--- config.mk ---
export PLATFORM = sky130hd
export DESIGN_NAME = player_input_ctrl
export DESIGN_NICKNAME = d
export VERILOG_FILES = /design/src/rtl/player_input_ctrl.sv
export SDC_FILE = /design/constraint.sdc
export NUM_CORES = 1
export LEC_CHECK = 0
export BUFFER_PORTS_ARGS = -buffer_cell sky130_fd_sc_hd__buf_2
export CORE_ASPECT_RATIO = 0.6
export CORE_MARGIN = 5
export CORE_UTILIZATION = 38
export DETAILED_ROUTE_END_ITERATION = 8
export GPL_ROUTABILITY_DRIVEN = 0
export GPL_TIMING_DRIVEN = 0
export REMOVE_ABC_BUFFERS = 1
export SYNTH_ARGS = -nofsm -noshare
export SYNTH_HDL_FRONTEND = slang
export SYNTH_SLANG_ARGS = --single-unit
export TNS_END_PERCENT = 30
--- constraint.sdc ---
create_clock -name clk_i -period 2.85 [get_ports clk_i]
set_input_delay 0.285 -clock clk_i [delete_from_list [all_inputs] [get_ports clk_i]]
set_output_delay 0.285 -clock clk_i [all_outputs]
set_load 0.05 [all_outputs]
--- src/rtl/player_input_ctrl.sv ---
// player_input_ctrl
// Turns the five raw push-buttons into clean game commands. Each button is
// synchronised (2 FF) and debounced. The debounced direction buttons are
// priority-encoded (U > D > L > R) into one move command with a valid/ready
// handshake. Each debounced press of S produces a one-cycle bomb request.
//
// Optional feature: define INPUT_AUTOREPEAT_EN to re-issue the held direction
// every REPEAT_CYCLES cycles. Without it, one move is issued per change of the
// active direction and REPEAT_CYCLES is unused.
//
// Ports:
//   clk_i        system clock
//   rst_i        synchronous active-high reset
//   btn_u_i..btn_s_i  raw asynchronous buttons, active-high
//   cmd_valid_o  move command pending
//   cmd_dir_o    00=up 01=down 10=left 11=right, stable while cmd_valid_o
//   cmd_ready_i  consumer accepts the move when high with cmd_valid_o
//   bomb_req_o   one-cycle pulse per debounced btn_s press
//   btn_db_o     debounced levels {S,R,L,D,U}
module player_input_ctrl #(
    parameter int unsigned DEB_CYCLES    = 10000,
    parameter int unsigned REPEAT_CYCLES = 100000
) (
    input  logic       clk_i,
    input  logic       rst_i,
    input  logic       btn_u_i,
    input  logic       btn_d_i,
    input  logic       btn_l_i,
    input  logic       btn_r_i,
    input  logic       btn_s_i,
    output logic       cmd_valid_o,
    output logic [1:0] cmd_dir_o,
    input  logic       cmd_ready_i,
    output logic       bomb_req_o,
    output logic [4:0] btn_db_o
);

    localparam int unsigned CntW = $clog2(DEB_CYCLES) + 1;

    typedef enum logic {StIdle, StHeld} state_e;

    logic [4:0]      raw;
    logic [4:0]      sync1_q, sync2_q;
    logic [4:0]      db_q, db_d;
    logic [CntW-1:0] cnt_q [5];
    logic [CntW-1:0] cnt_d [5];

    state_e          state_q, state_d;
    logic [1:0]      dir_q, dir_d;
    logic            dir_any;
    logic [1:0]      dir_act;
    logic            issue;

    logic            cmd_valid_q, cmd_valid_d;
    logic [1:0]      cmd_dir_q, cmd_dir_d;
    logic            s_prev_q;
    logic            bomb_req_q, bomb_req_d;

`ifdef INPUT_AUTOREPEAT_EN
    localparam int unsigned TimW = $clog2(REPEAT_CYCLES);
    logic [TimW-1:0] timer_q, timer_d;
`else
    // REPEAT_CYCLES only matters when auto-repeat is built in.
    if (REPEAT_CYCLES < 2) begin : gen_repeat_unused
    end
`endif

    assign raw = {btn_s_i, btn_r_i, btn_l_i, btn_d_i, btn_u_i};

    // Debounce: count consecutive cycles where the synced level disagrees
    // with the accepted level; flip once the disagreement lasted DEB_CYCLES.
    always_comb begin
        db_d = db_q;
        for (int i = 0; i < 5; i++) begin
            cnt_d[i] = '0;
            if (sync2_q[i] != db_q[i]) begin
                if (cnt_q[i] == CntW'(DEB_CYCLES - 1)) begin
                    db_d[i] = ~db_q[i];
                end else begin
                    cnt_d[i] = cnt_q[i] + 1'b1;
                end
            end
        end
    end

    // Priority encode U > D > L > R.
    always_comb begin
        dir_any = |db_q[3:0];
        if (db_q[0])      dir_act = 2'b00;
        else if (db_q[1]) dir_act = 2'b01;
        else if (db_q[2]) dir_act = 2'b10;
        else              dir_act = 2'b11;
    end

    always_comb begin
        state_d = state_q;
        dir_d   = dir_q;
        issue   = 1'b0;
`ifdef INPUT_AUTOREPEAT_EN
        timer_d = '0;
`endif
        unique case (state_q)
            StIdle: begin
                if (dir_any) begin
                    issue   = 1'b1;
                    state_d = StHeld;
                    dir_d   = dir_act;
                end
            end
            StHeld: begin
                if (!dir_any) begin
                    state_d = StIdle;
                end else if (dir_act != dir_q) begin
                    issue = 1'b1;
                    dir_d = dir_act;
`ifdef INPUT_AUTOREPEAT_EN
                end else if (timer_q == TimW'(REPEAT_CYCLES - 1)) begin
                    issue = 1'b1;
                end else begin
                    timer_d = timer_q + 1'b1;
`endif
                end
            end
            default: state_d = StIdle;
        endcase
    end

    // An issue while a command is still pending is dropped, unless that
    // command is being accepted on this same edge.
    always_comb begin
        cmd_valid_d = cmd_valid_q;
        cmd_dir_d   = cmd_dir_q;
        if (cmd_valid_q && cmd_ready_i) begin
            cmd_valid_d = 1'b0;
        end
        if (issue && (!cmd_valid_q || cmd_ready_i)) begin
            cmd_valid_d = 1'b1;
            cmd_dir_d   = dir_act;
        end
        bomb_req_d = db_q[4] & ~s_prev_q;
    end

    always_ff @(posedge clk_i) begin
        if (rst_i) begin
            sync1_q     <= '0;
            sync2_q     <= '0;
            db_q        <= '0;
            for (int i = 0; i < 5; i++) cnt_q[i] <= '0;
            state_q     <= StIdle;
            dir_q       <= 2'b00;
            cmd_valid_q <= 1'b0;
            cmd_dir_q   <= 2'b00;
            s_prev_q    <= 1'b0;
            bomb_req_q  <= 1'b0;
`ifdef INPUT_AUTOREPEAT_EN
            timer_q     <= '0;
`endif
        end else begin
            sync1_q     <= raw;
            sync2_q     <= sync1_q;
            db_q        <= db_d;
            for (int i = 0; i < 5; i++) cnt_q[i] <= cnt_d[i];
            state_q     <= state_d;
            dir_q       <= dir_d;
            cmd_valid_q <= cmd_valid_d;
            cmd_dir_q   <= cmd_dir_d;
            s_prev_q    <= db_q[4];
            bomb_req_q  <= bomb_req_d;
`ifdef INPUT_AUTOREPEAT_EN
            timer_q     <= timer_d;
`endif
        end
    end

    assign cmd_valid_o = cmd_valid_q;
    assign cmd_dir_o   = cmd_dir_q;
    assign bomb_req_o  = bomb_req_q;
    assign btn_db_o    = db_q;

endmodule
## Word level (Yosys, flattened, before mapping)

Memories as Yosys holds them, arrays and structs flattened.
Index checks and enable logic that the tools add are counted.

| operators by class | value |
|---|---|
| add/sub/neg operators | 5 |
| $mul | 0 |
| divide/modulo/power cells | 0 |
| magnitude comparators | 0 |
| equality and inequality tests | 14 |
| shift operators | 0 |
| mux-type cells | 31 |
| bitwise gates (word level) | 13 |
| reduce and logical (&&, ||, !) cells | 12 |

Operator list:

| kind | count |
|---|---|
| $mux 15 | 15 |
| $add 15x1->15 const B | 5 |
| $eq 15x14->1 const B | 5 |
| $mux 2 | 5 |
| $reduce_and 2->1 | 5 |
| $mux 1 | 9 |
| $not 1->1 | 7 |
| $ne 1x1->1 | 5 |
| $or 1x1->1 | 5 |
| $ne 2x1->1 const B | 2 |
| $pmux 2 s2 | 1 |
| $reduce_or 4->1 | 1 |
| $reduce_and 3->1 | 1 |
| $logic_and 1x1->1 | 2 |
| $ne 2x2->1 | 1 |
| $ne 2x2->1 const B | 1 |
| $pmux 1 s2 | 1 |
| $reduce_bool 2->1 | 1 |
| $and 1x1->1 | 1 |
| $logic_not 1->1 | 1 |
| $logic_or 1x1->1 | 1 |

| word-level totals | value |
|---|---|
| register bits | 23 |
| bits in latches | 0 |
| RAM bits | 75 |
| bits in read-only memories | 0 |
| input bits | 8 |
| logic and storage cells | 89 |
| memories | 1 |

Memories:

| name | words | bits a word | rd ports | clocked after Yosys merged registers in | wr ports | line | text |
|---|---|---|---|---|---|---|---|
| cnt_q | 5 | 15 | 5 | 0 | 5 | 45 | `logic [CntW-1:0] cnt_q [5];` |

## Logic depth before layout (Yosys ltp)

Gate-level depths: netlist (run 1).

| depth | value |
|---|---|
| depth in word-level cells | 9 |
| mapped depth | 7 |
| mapped depth without buffers | 5 |

## Worst setup path after synthesis (run 1)

OpenSTA, ideal clock, no wires.

| path | value |
|---|---|
| kind | reg-to-reg |
| start point | reg db_q[1] (netlist: btn_db_o[1]) |
| end point | reg cmd_dir_q[1] (netlist: cmd_dir_o[1]) |
| library setup time | 121 ps |
| data arrival time | 1968 ps |
| setup slack | 761 ps |
| cell stages (with the launch flop) | 6 |
| period minus slack after synthesis | 2089 ps |
| cell sequence | dfxtp_1 -> clkbuf_1 -> nor4bb_1 -> o311ai_0 -> and3_1 -> mux2_2 |

| on the way | value |
|---|---|
| longest elaborated chain between the ends | 7 |

Ends and longest elaborated chain:

| element | line | text |
|---|---|---|
| from (decl) | 44 | `logic [4:0] db_q, db_d;` |
| from (signal assigned) | 147 | `db_q <= '0;` |
| from (signal assigned) | 161 | `db_q <= db_d;` |
| $mux 2 | 90 | `else if (db_q[1]) dir_act = 2'b01;` |
| $mux 2 | 89 | `if (db_q[0]) dir_act = 2'b00;` |
| $ne 2x2->1 | 113 | `end else if (dir_act != dir_q) begin` |
| $mux 1 | 113 |  |
| $mux 1 | 111 | `if (!dir_any) begin` |
| $pmux 1 s2 | 102 | `unique case (state_q)` |
| $logic_and 1x1->1 | 136 | `if (issue && (!cmd_valid_q \|\| cmd_ready_i)) begin` |
| to (signal assigned) | 166 | `cmd_dir_q <= cmd_dir_d;` |
| to (decl) | 55 | `logic [1:0] cmd_dir_q, cmd_dir_d;` |

Parallel ways exist; a longest one is shown, timed or not.
A chain may end at the register's enable or synchronous reset.

==> flow_metrics.env, run 1 <==
export IMPL_vias_per_cell=4.86
export IMPL_crit_chain="or4b_1 > nor4_2 > or3_1 > nor2_1"
export IMPL_max_freq_ghz=0.486
export IMPL_pin_count=17
export IMPL_report_final_slew_viol_count=0
export IMPL_numCtsBuffers=9
export IMPL_multi_input_area_um2=2010
export IMPL_clk_latency_ns=0.34
export IMPL_grt_pass1_vias=2902
export IMPL_routed_wl_um=7290
export IMPL_cts_path_max_buffers=2
export IMPL_ys_ff_latch=98
export IMPL_layout_nets=480
export IMPL_p_sw_w=0.000534
export IMPL_cp_required_ns=3.06
export IMPL_path_clk_slew_ns=0.06
export IMPL_area_growth_pct=10.5
export IMPL_setup_viol=0
export IMPL_fin_skew_ns=0.00524
export IMPL_critical_path_class="reg2reg"
export IMPL_vias=2968
export IMPL_intPower_w=0.00207
export IMPL_cts_root_buf="clkbuf_16"
export IMPL_yosysTopAreaCell="dfxtp_1"
export IMPL_grt_max_degree=29
export IMPL_hpwl_um=5150
export IMPL_antennaDiodeCount=0
export IMPL_finalHoldViolations=0
export IMPL_cts_resized_gates=0
export IMPL_fin_crit_sh_pct=72.2
export IMPL_maxSlewHeadroom_pct=66.3
export IMPL_overflow=0
export IMPL_synth_cell_types=38
export IMPL_timing_critical_path_buf_inv=0
export IMPL_fp_dieW_um=145
export IMPL_clkPwrFrac_pct=45.7
export IMPL_post_cts_buffers=0
export IMPL_post_drt_wl_per_cell_um=11.9
export IMPL_fin_setup_tns_ns=0
export IMPL_worst_hold_slack_ns=0.150
export IMPL_cts_tree="built"
export IMPL_worst_slew_pin_transition_ns=0.505
export IMPL_swShare_pct=20.5
export IMPL_yosysTopAreaCellShare_pct=47.4
export IMPL_numPortBuffers=16
export IMPL_power_frac_seq_pct=53.2
export IMPL_coreArea_um2=10600
export IMPL_synthTopCellsByArea="dfxtp_1 47%, xnor2_1 10%, nor2_1 8.4%"
export IMPL_cts_sinks=98
export IMPL_cp_arrival_ns=2.26
export IMPL_dieArea_um2=13200
export IMPL_ir_drop_mv=0.294
export IMPL_start_kind="register"
export IMPL_rows=29
export IMPL_drive_gt1_share_pct=7.84
export IMPL_drtIter0Drc=102
export IMPL_grt_total_usage_pct=12.4
export IMPL_power_density_nw_per_um2=568
export IMPL_worst_hold_path_type="in2reg"
export IMPL_grt_antenna_before_repair=0
export IMPL_period_minus_slack_ns=2.06
export IMPL_initial_utilization_pct=39.1
export IMPL_rsz0062_at_grt="false"
export IMPL_syn_inst=455
export IMPL_seqCellArea_um2=1960
export IMPL_syn_area_per_cell_um2=9.10
export IMPL_crit_path_end_kind="register"
export IMPL_n_fill_cell=1060
export IMPL_outcome="finished, final reports clean"
export IMPL_yosysWarnings=0
export IMPL_drc=0
export IMPL_crit_path_top_delay_cell="or4b_1"
export IMPL_combinationalPowerShare_pct=1.1
export IMPL_grt_pass1_wl_um=13300
export IMPL_r2r_slack_ns=0.79
export IMPL_total_power_w=0.00260
export IMPL_crit_path_max_fanout=15
export IMPL_ant_nets=0
export IMPL_critPathTopFamily="simple AND/OR/NAND/NOR gates"
export IMPL_cellLeakagePower_nw=1.44
export IMPL_synth_area_um2=4140
export IMPL_die_y_um=90.9
export IMPL_synth_seq_area_share_pct=47.4
export IMPL_maxCapViolCount=0
export IMPL_h_tree_depth=3
export IMPL_drtPass1Iterations=4
export IMPL_cts_hold_buffers_added=0
export IMPL_critPathMaxStageDelay_ns=0.56
## cell type report
type	count	share of cell area, %
Clock inverter	7	1.50
Tap cell	139	3.80
Clock buffer	9	4.92
Timing Repair Buffer	16	1.75
Inverter	16	1.31
Multi-Input combinational cell	326	43.8
Sequential cell	98	42.9
## routing by layer
layer / global-route usage [%] / routed length (µm)
met5: 0 / 0
met3: 4.13 / 241
met1: 17.3 / 3810
met4: 3.96 / 96
met2: 17.8 / 3140
## power groups by stage
stage	sequential [W]	clock [W]	combinational, W
4_1_cts	0.00138	0.00123	0.0000307
2_1_floorplan	0.00141	0	0.0000162
6_report	0.00138	0.00119	0.0000297
5_1_grt	0.00138	0.00128	0.0000345
3_5_place_dp	0.00141	0	0.0000307
3_3_place_gp	0.00141	0	0.0000297
## cell usage after synthesis (all sizes together)
library cell and n:
mux2i 6, nor2 93, a211oi 1, nor3b 1, and3b 1, buf 6, nand4b 2, nand3 19
nand2b 2, o311ai 1, o31ai 1, or4b 4, clkbuf 9, nor4 13, or4 5, a21oi 6
nor3 18, o21a 1, nor4b 1, and4 4, nand4 18, nor2b 13, xor2 18, mux2 1
a31oi 1, and3 7, nand2 22, dfxtp 98, or3 5, o41ai 1, nor4bb 4, ha 5
o21ai 3, inv 16, xnor2 49
## worst register-to-register path: stages (launching register included)
cell and delay [ns]:
dfxtp_1 0.34, or4b_1 0.56, nor4_2 0.42, or3_1 0.50
nor2_1 0.10
## per-stage QoR
step	instance area, µm²	std cells	worst slack (ns)	utilization, %
global placement	4280	595	0.819	40.4
global route	4580	611	0.585	43.2
floorplan	4030	440	0.909	-
finish	4580	611	0.793	43.2
CTS	4580	611	0.761	43.2
detailed placement	4280	595	0.784	40.4
## worst paths after layout
path / start / endpoint / cells past startpoint
max: cnt_q[0][12] / cnt_q[0][8] / 4
min: btn_l_i / sync1_q[2] / 2
max reg2reg: cnt_q[0][12] / cnt_q[0][8] / 4
min reg2reg: s_prev_q / bomb_req_o / 1
## state kept, by name, summed over array words and instances (netlist names)
name         cells
dir_q            2
s_prev_q         1
cmd_valid_o      1
state_q          1
cnt_q           75
btn_db_o         5
bomb_req_o       1
cmd_dir_o        2
sync2_q          5
sync1_q          5
## layout by cell type, fill, tap and decap left out, drive strengths merged, types with 6 or more instances in the layout
cell	instances
dfxtp	98
nor2	93
xnor2	49
nand2	22
nand3	19
nand4	18
nor3	18
xor2	18
inv	17
buf	16
nor2b	13
nor4	13
clkbuf	9
and3	7
a21oi	6
mux2i	6
## logic make-up after synthesis
| kind of cell | count (synthesis) | share of synthesized area, % |
|---|---|---|
| AO/OA/AOI/OAI | 15 | 2.21 |
| flip-flops | 98 | 47.4 |
| buffers and inverters | 31 | 4.17 |
| adder cells (fa/ha/maj) | 5 | 1.51 |
| multiplexers | 7 | 1.72 |
| XOR/XNOR | 67 | 14.2 |
| AND/OR/NAND/NOR | 232 | 28.8 |
Power figures use the tool's default switching activity.
==> inputs of run 2 (changes only) <==
==> constraint.sdc (replaced) <==
create_clock -name clk_i -period 2 [get_ports clk_i]
set_input_delay 0.2 -clock clk_i [delete_from_list [all_inputs] [get_ports clk_i]]
set_output_delay 0.2 -clock clk_i [all_outputs]
set_load 0.05 [all_outputs]
==> run 2 against run 1 <==
Fmax up 12%. Total power grew 43%. Final cell count stayed put. Critical path depth did not move. Flip-flop and latch count unchanged. Register-to-register slack lost 0.63 ns. Clock power grew 43%. Count of clock-buffer cells in the layout did not move. Via count increased by 1.1%. Largest power group unchanged. Highest routed layer unchanged.
==> flow_metrics.env, run 2 (same netlist as run 1, synthesis figures left out) <==
export IMPL_outcome="finished, final reports clean"
export IMPL_grt_total_usage_pct=12.4
export IMPL_total_power_w=0.00371
export IMPL_maxSlewHeadroom_pct=65.6
export IMPL_cts_root_buf="clkbuf_16"
export IMPL_holdPathEnd="sync1_q[2]"
export IMPL_die_y_um=90.9
export IMPL_drtIter0Drc=121
export IMPL_vias=3002
export IMPL_crit_path_max_fanout=15
export IMPL_cts_hold_buffers_added=0
export IMPL_clk_latency_ns=0.34
export IMPL_maxCapViolCount=0
export IMPL_design_area_um2=4600
export IMPL_cts_tree="built"
export IMPL_setup_viol=0
export IMPL_drive_gt1_share_pct=8.90
export IMPL_post_drt_wl_per_cell_um=12.1
export IMPL_crit_start="cnt_q[0][12]"
export IMPL_max_freq_ghz=0.544
export IMPL_r2r_end="cnt_q[0][8]"
export IMPL_final_common_cell="dfxtp_1"
export IMPL_layout_cells_non_filler=611
export IMPL_hpwl_um=5150
export IMPL_h_tree_depth=3
export IMPL_area_growth_pct=11.1
export IMPL_fin_setup_tns_ns=0
export IMPL_coreArea_um2=10600
export IMPL_regMostFlops="cnt_q"
export IMPL_seqCellArea_um2=1960
export IMPL_drtPass1Iterations=4
export IMPL_crit_path_end_kind="register"
export IMPL_vias_per_cell=4.91
export IMPL_dpl_cell_count=595
export IMPL_layout_nets=480
export IMPL_overflow=0
export IMPL_fin_ws_ns=0.162
export IMPL_largest_reg_flops=75
export IMPL_fp_dieW_um=145
export IMPL_path_clk_slew_ns=0.07
export IMPL_dieArea_um2=13200
export IMPL_pin_count=17
export IMPL_fin_skew_ns=0.00566
export IMPL_grt_max_degree=29
export IMPL_routed_wl_um=7370
export IMPL_initial_utilization_pct=39.1
export IMPL_antennaDiodeCount=0
export IMPL_rsz0062_at_grt="false"
export IMPL_rows=29
export IMPL_hp_start="btn_l_i"
export IMPL_place_ws_ns=-0.0664
export IMPL_cts_sinks=98
export IMPL_ir_drop_mv=0.418
export IMPL_period_minus_slack_ns=1.84
export IMPL_ant_nets=0
export IMPL_cp_required_ns=2.23
export IMPL_worst_hold_path_type="in2reg"
export IMPL_final_cell_mix="98 x dfxtp_1, 93 x nor2_1, 49 x xnor2_1"
export IMPL_critical_path_class="reg2reg"
export IMPL_grt_pass1_wl_um=13400
export IMPL_reg2regPathDepth=4
export IMPL_r2r_slack_ns=0.16
export IMPL_dpl_instance_area_um2=4280
export IMPL_post_cts_buffers=0
export IMPL_grt_pass1_vias=2914
export IMPL_cp_arrival_ns=2.07
export IMPL_n_fill_cell=1061
export IMPL_worst_slew_pin_transition_ns=0.516
export IMPL_start_kind="register"
export IMPL_r2r_start="cnt_q[0][12]"
export IMPL_cellLeakagePower_nw=1.45
export IMPL_numPortBuffers=16
export IMPL_drc=0
export IMPL_finalHoldViolations=0
export IMPL_grt_antenna_before_repair=0
export IMPL_cts_path_max_buffers=2
export IMPL_report_final_slew_viol_count=0
export IMPL_power_density_nw_per_um2=808
export IMPL_multi_input_area_um2=2030
export IMPL_hold_path_depth=2
export IMPL_fin_crit_sh_pct=91.9
export IMPL_numCtsBuffers=9
run 2: where the power goes:
part | internal, W | switching, W
clock | 0.000966 | 0.000734
combinational | 0.0000177 | 0.0000269
sequential | 0.00196 | 0.00000666
total | 0.00295 | 0.000767
run 2: metrics by stage:
| stage | util [%] | hold WS (ns) |
|---|---|---|
| finish | 43.4 | 0.0656 |
| global route | 43.4 | 0.0793 |
| CTS | 43.3 | 0.0531 |
| detailed placement | 40.4 | 0.377 |
| global placement | 40.4 | 0.372 |
| floorplan | - | 0.269 |
run 2: cell type report:
cell class,count,share of cell area [%]
multi-input combinational,326,44.1
clock inverter,7,1.50
clock buffer,9,4.90
inverter,16,1.31
sequential,98,42.7
timing repair buffer,16,1.74
tap,139,3.78
run 2: what timing repair did:
item                       4_1_cts  5_1_grt
gates resized for setup          3        3
hold endpoints to repair         0        0
setup endpoints to repair       42       15
run 2: worst max-delay path by stage:
stage,endpoint,slack [ns],cells after the start
finish,cnt_q[0][8],0.16,4
global route,cnt_q[0][29],0.02,5
detailed placement,cnt_q[0][12],-0.07,4
global placement,cnt_q[0][14],-0.03,4
floorplan,cmd_dir_o[1],0.06,4
CTS,cmd_dir_o[1],0.11,4
run 2: metal layers:
metal / track usage [%] / vias to the layer above / share of wire (%)
met1: 17.3 / 1390 / 52
met4: 4.04 / 0 / 1.3
met2: 18.0 / 40 / 43
met3: 4.13 / 8 / 3.8
met5: 0 / - / 0
li1: - / 1564 / -
run 2: critical path: stages (launching register included):
cell,delay [ns]
dfxtp_1,0.34
or4b_1,0.56
nor4_2,0.44
or3_4,0.31
nor2_1,0.07
==> inputs of run 3 (changes only) <==
--- a/config.mk
+++ b/config.mk
@@ -5,6 +5,7 @@
 export SDC_FILE = /design/constraint.sdc
 export NUM_CORES = 1
 export LEC_CHECK = 0
+export ABC_AREA = 1
 export BUFFER_PORTS_ARGS = -buffer_cell sky130_fd_sc_hd__buf_2
 export CORE_ASPECT_RATIO = 0.6
 export CORE_MARGIN = 5
==> run 3 against run 2 <==
Final cell count up 27%. Via count grew 21%. Critical path depth is 4 higher. Hold slack worse by 0.0065 ns. Highest routed layer unchanged.
==> flow_metrics.env, run 3 <==
export IMPL_synth_edf_count=0
export IMPL_yosysTopAreaCell="dfxtp_1"
export IMPL_synth_seq_area_share_pct=44.3
export IMPL_h_tree_depth=3
export IMPL_rows=30
export IMPL_finalHoldViolations=0
export IMPL_synth_cell_types=36
export IMPL_gr_max_usage_layer="met2"
export IMPL_cts_root_buf="clkbuf_16"
export IMPL_maxCapViolCount=0
export IMPL_outcome="finished, final reports clean"
export IMPL_ant_nets=0
export IMPL_place_ws_ns=0.393
export IMPL_regMostFlops="cnt_q"
export IMPL_report_final_slew_viol_count=0
export IMPL_synth_ff_type="dfxtp_1"
export IMPL_cts_hold_buffers_added=0
export IMPL_rsz0062_at_grt="false"
export IMPL_grt_total_usage_pct=13.0
export IMPL_synthTopCellsByCount="112 x nor2_1, 105 x nand2_1, 98 x dfxtp_1, 62 x inv_1, 30 x nand3_1"
export IMPL_yosysWarnings=0
export IMPL_use_met1_pct=17.8
export IMPL_start_kind="register"
export IMPL_fp_dieW_um=149
export IMPL_post_cts_buffers=0
export IMPL_drc=0
export IMPL_synthTopCellsByArea="dfxtp_1 44%, nor2_1 9.5%, nand2_1 8.9%"
export IMPL_coreArea_um2=11300
export IMPL_vias_per_cell=4.68
export IMPL_critical_path_class="reg2reg"
export IMPL_synth_area_um2=4430
export IMPL_grt_met3_usage_pct=4.10
export IMPL_cp_required_ns=2.22
export IMPL_fin_crit_sh_pct=80.3
export IMPL_period_minus_slack_ns=1.61
export IMPL_syn_inst=590
export IMPL_grt_pass1_vias=3275
export IMPL_overflow=0
export IMPL_yosysTopAreaCellShare_pct=44.3
export IMPL_drtIter0Drc=229
export IMPL_worst_hold_path_type="in2reg"
export IMPL_numCtsBuffers=9
export IMPL_power_density_nw_per_um2=791
export IMPL_worst_slew_pin_transition_ns=0.375
export IMPL_cts_path_max_buffers=2
export IMPL_antennaDiodeCount=0
export IMPL_hpwl_um=6240
export IMPL_die_y_um=93.7
export IMPL_grt_use_met2_pct=19.4
export IMPL_cellLeakagePower_nw=1.69
export IMPL_grt_antenna_before_repair=0
export IMPL_dieArea_um2=14000
export IMPL_largest_reg_flops=75
export IMPL_routed_wl_um=8410
export IMPL_drtPass1Iterations=4
export IMPL_syn_area_per_cell_um2=7.51
export IMPL_numPortBuffers=16
export IMPL_initial_utilization_pct=39.1
export IMPL_drive_gt1_share_pct=13.5
export IMPL_fin_skew_ns=0.00516
export IMPL_path_clk_slew_ns=0.07
export IMPL_synthArstFlopShare_pct=0
export IMPL_fin_setup_tns_ns=0
export IMPL_ir_drop_mv=0.462
export IMPL_layout_nets=622
export IMPL_setup_viol=0
export IMPL_cts_tree="built"
export IMPL_grt_max_degree=19
export IMPL_area_growth_pct=12.4
export IMPL_pin_count=17
export IMPL_clk_latency_ns=0.34
export IMPL_final_cell_mix="112 x nor2_1, 105 x nand2_1, 98 x dfxtp_1"
export IMPL_yosysMostFrequentCell="nor2_1"
export IMPL_final_common_cell="nor2_1"
export IMPL_cp_arrival_ns=1.83
export IMPL_maxSlewHeadroom_pct=75.0
export IMPL_crit_path_max_fanout=15
export IMPL_crit_path_end_kind="register"
export IMPL_max_freq_ghz=0.622
export IMPL_vias=3625
export IMPL_fin_ws_ns=0.393
export IMPL_cts_sinks=98
export IMPL_cts_resized_gates=0
export IMPL_post_drt_wl_per_cell_um=10.9
export IMPL_ys_ff_latch=98
export IMPL_grt_pass1_wl_um=14700
[run 3: cell count changes after synthesis, sizes merged, moves of 9 or more]
cell	change
or2	+9
xnor2	-38
a21oi	+29
nand3	+14
nor2	+30
nor2b	-13
nor3	+10
inv	+55
nor4	-12
nand2	+88
[run 3: cell families after synthesis]
logic type | count (synthesis) | share of synthesized area [%]
buffers and inverters | 79 | 7.54
and+or+nand+nor | 331 | 34.6
xor gates and xnor gates | 26 | 5.14
AOI/OAI and AO/OA | 51 | 7.00
DFF | 98 | 44.3
adders and majority gates | 5 | 1.41
[run 3: worst paths after layout]
path,depth (start not counted),to,start,slack [ns]
worst max-delay path,8,cnt_q[0][17],cnt_q[0][15],0.39
worst max register to register,8,cnt_q[0][17],cnt_q[0][15],0.39
worst min register to register,1,bomb_req_o,s_prev_q,0.40
worst min-delay path,3,sync1_q[1],btn_d_i,0.06
[run 3: layer usage]
layer / part of all wire [%] / up-vias
met3: 4.6 / 9
met1: 53 / 1642
met5: 0 / -
met2: 41 / 50
met4: 1.4 / 0
li1: - / 1924
[run 3: area by class of cell]
class,instances,area [µm²]
well taps,160,200
clock inverters,5,85.1
multi-input cells,413,2140
repair buffers,16,80.1
clock buffers,11,253
flip-flops and latches,98,1960
fillers,1175,6350
inverters,71,267
[run 3: critical path, cell delays in order, from the launching register on]
cell and delay (ns):
dfxtp_1 0.35, ha_1 0.18, nand2_1 0.08, nor2_2 0.14
inv_1 0.09, nor2_2 0.10, nand3_1 0.14, nand2_2 0.31
nor3b_1 0.09
[run 3: through the flow]
step,total power [W],std cells,util [%],hold WS [ns],instance area [µm²]
after floorplan,0.00204,582,-,0.269,4360
after global placement,0.00207,758,41.0,0.385,4640
after detailed placement,0.00207,758,41.0,0.392,4640
after CTS,0.00400,774,44.0,0.0475,4980
after global routing,0.00406,774,44.0,0.0550,4980
final,0.00394,774,44.0,0.0591,4980
[run 3: power breakdown]
group,leakage (nW),switching [W],internal [W]
combinational,0.734,0.0000352,0.0000154
sequential,0.792,0.00000679,0.00196
clock,0.162,0.000749,0.00117
